## config.mk

```make
export PLATFORM = sky130hd
export DESIGN_NAME = split_gen_54
export DESIGN_NICKNAME = d
export VERILOG_FILES = /design/src/rtl/split_gen_54.sv
export SDC_FILE = /design/constraint.sdc
export NUM_CORES = 1
export LEC_CHECK = 0
export CORE_MARGIN = 4
export CORE_UTILIZATION = 44
export DETAILED_ROUTE_END_ITERATION = 10
export GPL_TIMING_DRIVEN = 0
export PLACE_DENSITY_LB_ADDON = 0.12
export SETUP_SLACK_MARGIN = 0.5
export SLEW_MARGIN = 20
export SYNTH_ARGS = -nofsm -noshare
export SYNTH_HDL_FRONTEND = slang
export SYNTH_SLANG_ARGS = --single-unit
```

## constraint.sdc

```tcl
create_clock -name clk -period 6 [get_ports clk]
set_clock_uncertainty 0.15 [all_clocks]
set_input_delay 1.2 -clock clk [delete_from_list [all_inputs] [get_ports clk]]
set_output_delay 1.2 -clock clk [all_outputs]
set_load 0.02 [all_outputs]
```

## src/rtl/split_gen_54.sv

```systemverilog
// Sequential assignment generator for split constraint 54 (x = 1 iff var_124 == 0).
// Define SPLIT_GEN_LFSR_EN for the scrambled (0 then maximal-length LFSR) sweep order.
module split_gen_54 #(
  parameter int WIDTH = 7
) (
  input  logic             clk,
  input  logic             rst,
  input  logic             start,
  output logic             busy,
  output logic             out_valid,
  input  logic             out_ready,
  output logic [WIDTH-1:0] var_124,
  output logic             x,
  output logic             out_last,
  output logic             done,
  output logic [WIDTH:0]   sat_count
);

  typedef enum logic [1:0] {
    IDLE = 2'd0,
    EMIT = 2'd1,
    DONE = 2'd2
  } state_e;

`ifdef SPLIT_GEN_LFSR_EN
  function automatic logic [7:0] tap_mask(input int w);
    case (w)
      3:       tap_mask = 8'h06;
      4:       tap_mask = 8'h0C;
      5:       tap_mask = 8'h14;
      6:       tap_mask = 8'h30;
      7:       tap_mask = 8'h60;
      8:       tap_mask = 8'hB8;
      default: tap_mask = 8'h00;
    endcase
  endfunction

  localparam logic [7:0]       TAPS8    = tap_mask(WIDTH);
  localparam logic [WIDTH-1:0] TAPS     = TAPS8[WIDTH-1:0];
  // The LFSR state preceding the seed closes the cycle, so it is the final beat.
  localparam logic [WIDTH-1:0] LAST_VAL = {1'b1, {(WIDTH-1){1'b0}}};
`else
  localparam logic [WIDTH-1:0] LAST_VAL = '1;
`endif

  state_e           state_q, state_d;
  logic [WIDTH-1:0] cand_q, cand_d;
  logic [WIDTH:0]   sat_q, sat_d;
  logic [WIDTH-1:0] cand_next;
  logic             accept;
  logic             is_last;

  assign accept  = (state_q == EMIT) && out_ready;
  assign is_last = (cand_q == LAST_VAL);

`ifdef SPLIT_GEN_LFSR_EN
  // Zero is outside the LFSR cycle, so it is emitted once and then jumps to the seed.
  always_comb begin
    if (cand_q == '0) begin
      cand_next = {{(WIDTH-1){1'b0}}, 1'b1};
    end else begin
      cand_next = {cand_q[WIDTH-2:0], ^(cand_q & TAPS)};
    end
  end
`else
  assign cand_next = cand_q + {{(WIDTH-1){1'b0}}, 1'b1};
`endif

  // NOTE: every always_comb target gets a default first so no path leaves it unassigned (no latch).
  always_comb begin
    state_d = state_q;
    cand_d  = cand_q;
    sat_d   = sat_q;
    case (state_q)
      IDLE: begin
        if (start) begin
          state_d = EMIT;
          cand_d  = '0;
          sat_d   = '0;
        end
      end
      EMIT: begin
        if (accept) begin
          sat_d = sat_q + {{WIDTH{1'b0}}, x};
          if (is_last) begin
            state_d = DONE;
            cand_d  = '0;
          end else begin
            cand_d = cand_next;
          end
        end
      end
      DONE: begin
        state_d = IDLE;
      end
      default: begin
        state_d = IDLE;
        cand_d  = '0;
        sat_d   = '0;
      end
    endcase
  end

  // NOTE: state registers use non-blocking assignments so all flops update together at the edge.
  always_ff @(posedge clk) begin
    if (rst) begin
      state_q <= IDLE;
      cand_q  <= '0;
      sat_q   <= '0;
    end else begin
      state_q <= state_d;
      cand_q  <= cand_d;
      sat_q   <= sat_d;
    end
  end

  // cand_q is forced to zero outside EMIT, so var_124 and x need no extra gating.
  assign busy      = (state_q != IDLE);
  assign out_valid = (state_q == EMIT);
  assign var_124   = cand_q;
  assign x         = ~|cand_q;
  assign out_last  = (state_q == EMIT) && is_last;
  assign done      = (state_q == DONE);
  assign sat_count = sat_q;

endmodule
```

==> results.py <==
metrics = {
    "sta": {
        "final_max_slew_viol_count": 0,
        "setup_viol": 0,
        "finalWorstSetupSlack_ns": 2.12,
        "grt_setup_unrepaired": "false",
        "fmax_mhz": 258,
        "hold_viol": 0,
        "fin_crit_ns": 3.88,
        "tightest_slew_ns": 0.571,
        "fin_tns_setup_ns": 0,
        "slew_headroom_pct": 61.8,
        "layout_worst_path_cycle_share_pct": 64.7,
    },
    "cells_and_area": {
        "drive_gt1_share_pct": 8.89,
        "syn_to_final_growth_pct": 32.3,
        "post-route-util_pct": 61.2,
        "nFillCells": 189,
        "antenna_cells": 0,
        "instances_no_fill": 162,
        "final_nets": 144,
        "design_area_sq_um": 1190,
    },
    "power": {
        "p_clk_share_pct": 30.1,
        "p_per_area_nw_per_um2": 174,
        "internal-power_uw": 152,
        "ir_drop_uv": 108,
        "combPwrFrac_pct": 14.1,
        "p_sw_uw": 55.0,
        "switching_share_pct": 26.5,
        "p_seq_share_pct": 55.8,
        "leakage_nw": 0.429,
    },
    "logic_synthesis": {
        "dominantRegCellSynth": "dfxtp_1",
        "muxShareOfSynthArea_pct": 2.37,
        "synth.net_count": 116,
        "synthTopCellsByArea": "dfxtp_1, nor2_1, ha_1, nand3_1, nand2_1",
        "yosys_register_bits": 17,
        "synthTopCellsByCount": "dfxtp_1, nor2_1, nand2_1, nand3_1, a21oi_1",
        "synth_xor_area_share_pct": 4.87,
        "synth_top_family_by_area": "simple AND/OR/NAND/NOR gates",
        "synthAdderAreaFrac_pct": 5.57,
        "yosysTopAreaCellShare_pct": 37.9,
        "synth_warnings": 0,
        "syn_area_sq_um": 898,
        "synth_cell_types": 36,
        "syn_avg_cell_area_sq_um": 8.32,
        "synthSimpleGateAreaFrac_pct": 30.4,
        "synth_edf_count": 0,
        "synth_compound_area_share_pct": 14.5,
        "syn_inst": 108,
        "yosysSeqAreaShare_pct": 37.9,
        "postSynth.asyncResetShare_pct": 0,
        "yosysTopAreaCell": "dfxtp_1",
        "synth.most_common_cell": "dfxtp_1",
    },
    "setup_path": {
        "cp.required_ns": 4.65,
        "path_delay_family": "simple AND/OR/NAND/NOR gates",
        "cp-end-kind": "output pin",
        "crit_type": "flip-flop to output pin",
        "cp_max_fo": 5,
        "start_kind": "flip-flop",
        "critical-path-max-stage-delay_ns": 0.68,
        "crit_chain": "inv_1, ha_1, or4b_2, nor3_1, clkdlybuf4s50_1",
        "rr_worst_depth": 10,
        "path_depth": 5,
        "crit_slowest_cell": "clkdlybuf4s50_1",
        "path_buf_inv": 2,
        "arrival_ns": 2.53,
    },
    "flow_run": {
        "maxCapViolCount": 0,
    },
    "clock_network": {
        "ctsHoldBuffers": 0,
        "cts_setup_buffers": 0,
        "cts_sinks": 17,
        "clockBufferDepth": 2,
        "insertion_delay_ns": 0.29,
        "cts_buffers": 3,
        "cts_max_level": 1,
        "cts_root_buf": "clkbuf_4",
        "cts_resized": 0,
        "cts.clk_slew.worst_paths_ns": 0.10,
        "cts_tree": "built",
    },
    "placement": {
        "dp_hpwl_um": 1580,
        "dpl_worst_slack_ns": 2.49,
        "routabilityCongestion": 0.834,
        "io_buffer_count": 23,
        "dpl_cell_area_sq_um": 1160,
        "dp.cells": 158,
    },
    "global_routing": {
        "grt_antenna_before_repair": 0,
        "grt_pass1_wl_um": 3620,
        "grt_use_total_pct": 17.3,
        "overflow": 0,
        "grt_pass1_vias": 826,
        "grt_max_degree": 11,
    },
    "floorplan": {
        "die_area_sq_um": 2830,
        "die_h_um": 53.2,
        "rows": 16,
        "core_area_sq_um": 1940,
        "ios": 24,
        "die_x_um": 53.2,
        "initial_core_util_pct": 46.3,
    },
    "drt": {
        "wirelength_um": 2170,
        "wl_per_cell_um": 13.4,
        "vias": 885,
        "post_drt_via_cell_ratio": 5.46,
        "drtIter0Drc": 12,
        "dr.pass1.iters": 4,
        "drcViolationCount": 0,
        "ant_nets": 0,
    },
    "worst_hold_path": {
        "hp-class": "flip-flop to flip-flop",
        "hold_depth": 2,
    },
    "status": {
        "status": "finished, final reports clean",
    },
}
## layout make-up
cell class                 count  area [sq um]  share of cell area, %
buffer                         4          25.0                   2.11
tap                           27          33.8                   2.84
clock buffer                   4          26.3                   2.21
sequential                    17           340                   28.6
multi-input combinational     83           518                   43.6
timing repair buffer          23           230                   19.4
inverter                       4          15.0                   1.26
## through the flow
stage / power (mW) / hold slack, ns
floorplan: 0.136 / 0.400
global placement: 0.147 / 0.319
detailed placement: 0.147 / 0.333
CTS: 0.210 / 0.348
global route: 0.220 / 0.417
finish: 0.207 / 0.342
## flip-flops by register name, summed over array words and instances (netlist names)
signal and count:
sat_count 8, var_124 7, state_q 2
## power groups by stage
stage               sequential (mW)  combinational, mW  clock, mW
floorplan                     0.119             0.0169          0
finish                        0.116             0.0292     0.0625
global placement              0.118             0.0285          0
global route                  0.116             0.0324     0.0712
detailed placement            0.118             0.0290          0
CTS                           0.116             0.0292     0.0648
## tightest hold or removal path: cells and delay by family (launching register included)
family           cells  cell delay [ns]
and+or+nand+nor      1             0.06
DFF                  1             0.33
muxes                1             0.06
## layer usage
| layer | wire [um] | part of all wire (%) | vias up | GRT usage, % |
|---|---|---|---|---|
| li1 | - | - | 443 | - |
| met1 | 1010 | 47 | 414 | 23.0 |
| met2 | 991 | 46 | 23 | 26.0 |
| met3 | 125 | 5.8 | 5 | 4.79 |
| met4 | 34 | 1.6 | 0 | 7.23 |
| met5 | 0 | 0 | - | 0 |
## path summary, 6_finish.rpt
| check | slack, ns | from | endpoint |
|---|---|---|---|
| max | 2.12 | var_124[0]$_SDFFE_PP0P_ | x |
| min reg2reg | 0.34 | sat_count[7]$_SDFFE_PP0P_ | sat_count[7]$_SDFFE_PP0P_ |
| max reg2reg | 3.17 | var_124[0]$_SDFFE_PP0P_ | sat_count[6]$_SDFFE_PP0P_ |
| min | 0.34 | sat_count[7]$_SDFFE_PP0P_ | sat_count[7]$_SDFFE_PP0P_ |
## cells in the final DEF, fill, tap and decap left out, types with 2 or more instances in the layout
cell type / n
buf_2: 2
nand2_1: 8
a21oi_1: 5
clkbuf_1: 2
clkbuf_4: 3
a22oi_1: 2
or2_2: 2
xor2_1: 2
clkdlybuf4s50_1: 23
nor3_1: 4
dfxtp_1: 17
o21ai_0: 4
nand3_1: 7
nand4_1: 4
and3_1: 2
a31oi_1: 3
inv_1: 4
nor2b_1: 2
nand3b_1: 2
nor2_1: 14
xnor2_1: 3
ha_1: 4
## cell families (layout without fill, tap and decap cells)
logic type,Yosys count,count (layout)
compound gates,20,20
xor+xnor,5,5
fa+ha+maj,4,4
buf+inv,8,35
flops,17,17
mux,2,2
simple gates,52,52
Note: power is estimated with default switching activity, not from simulation.
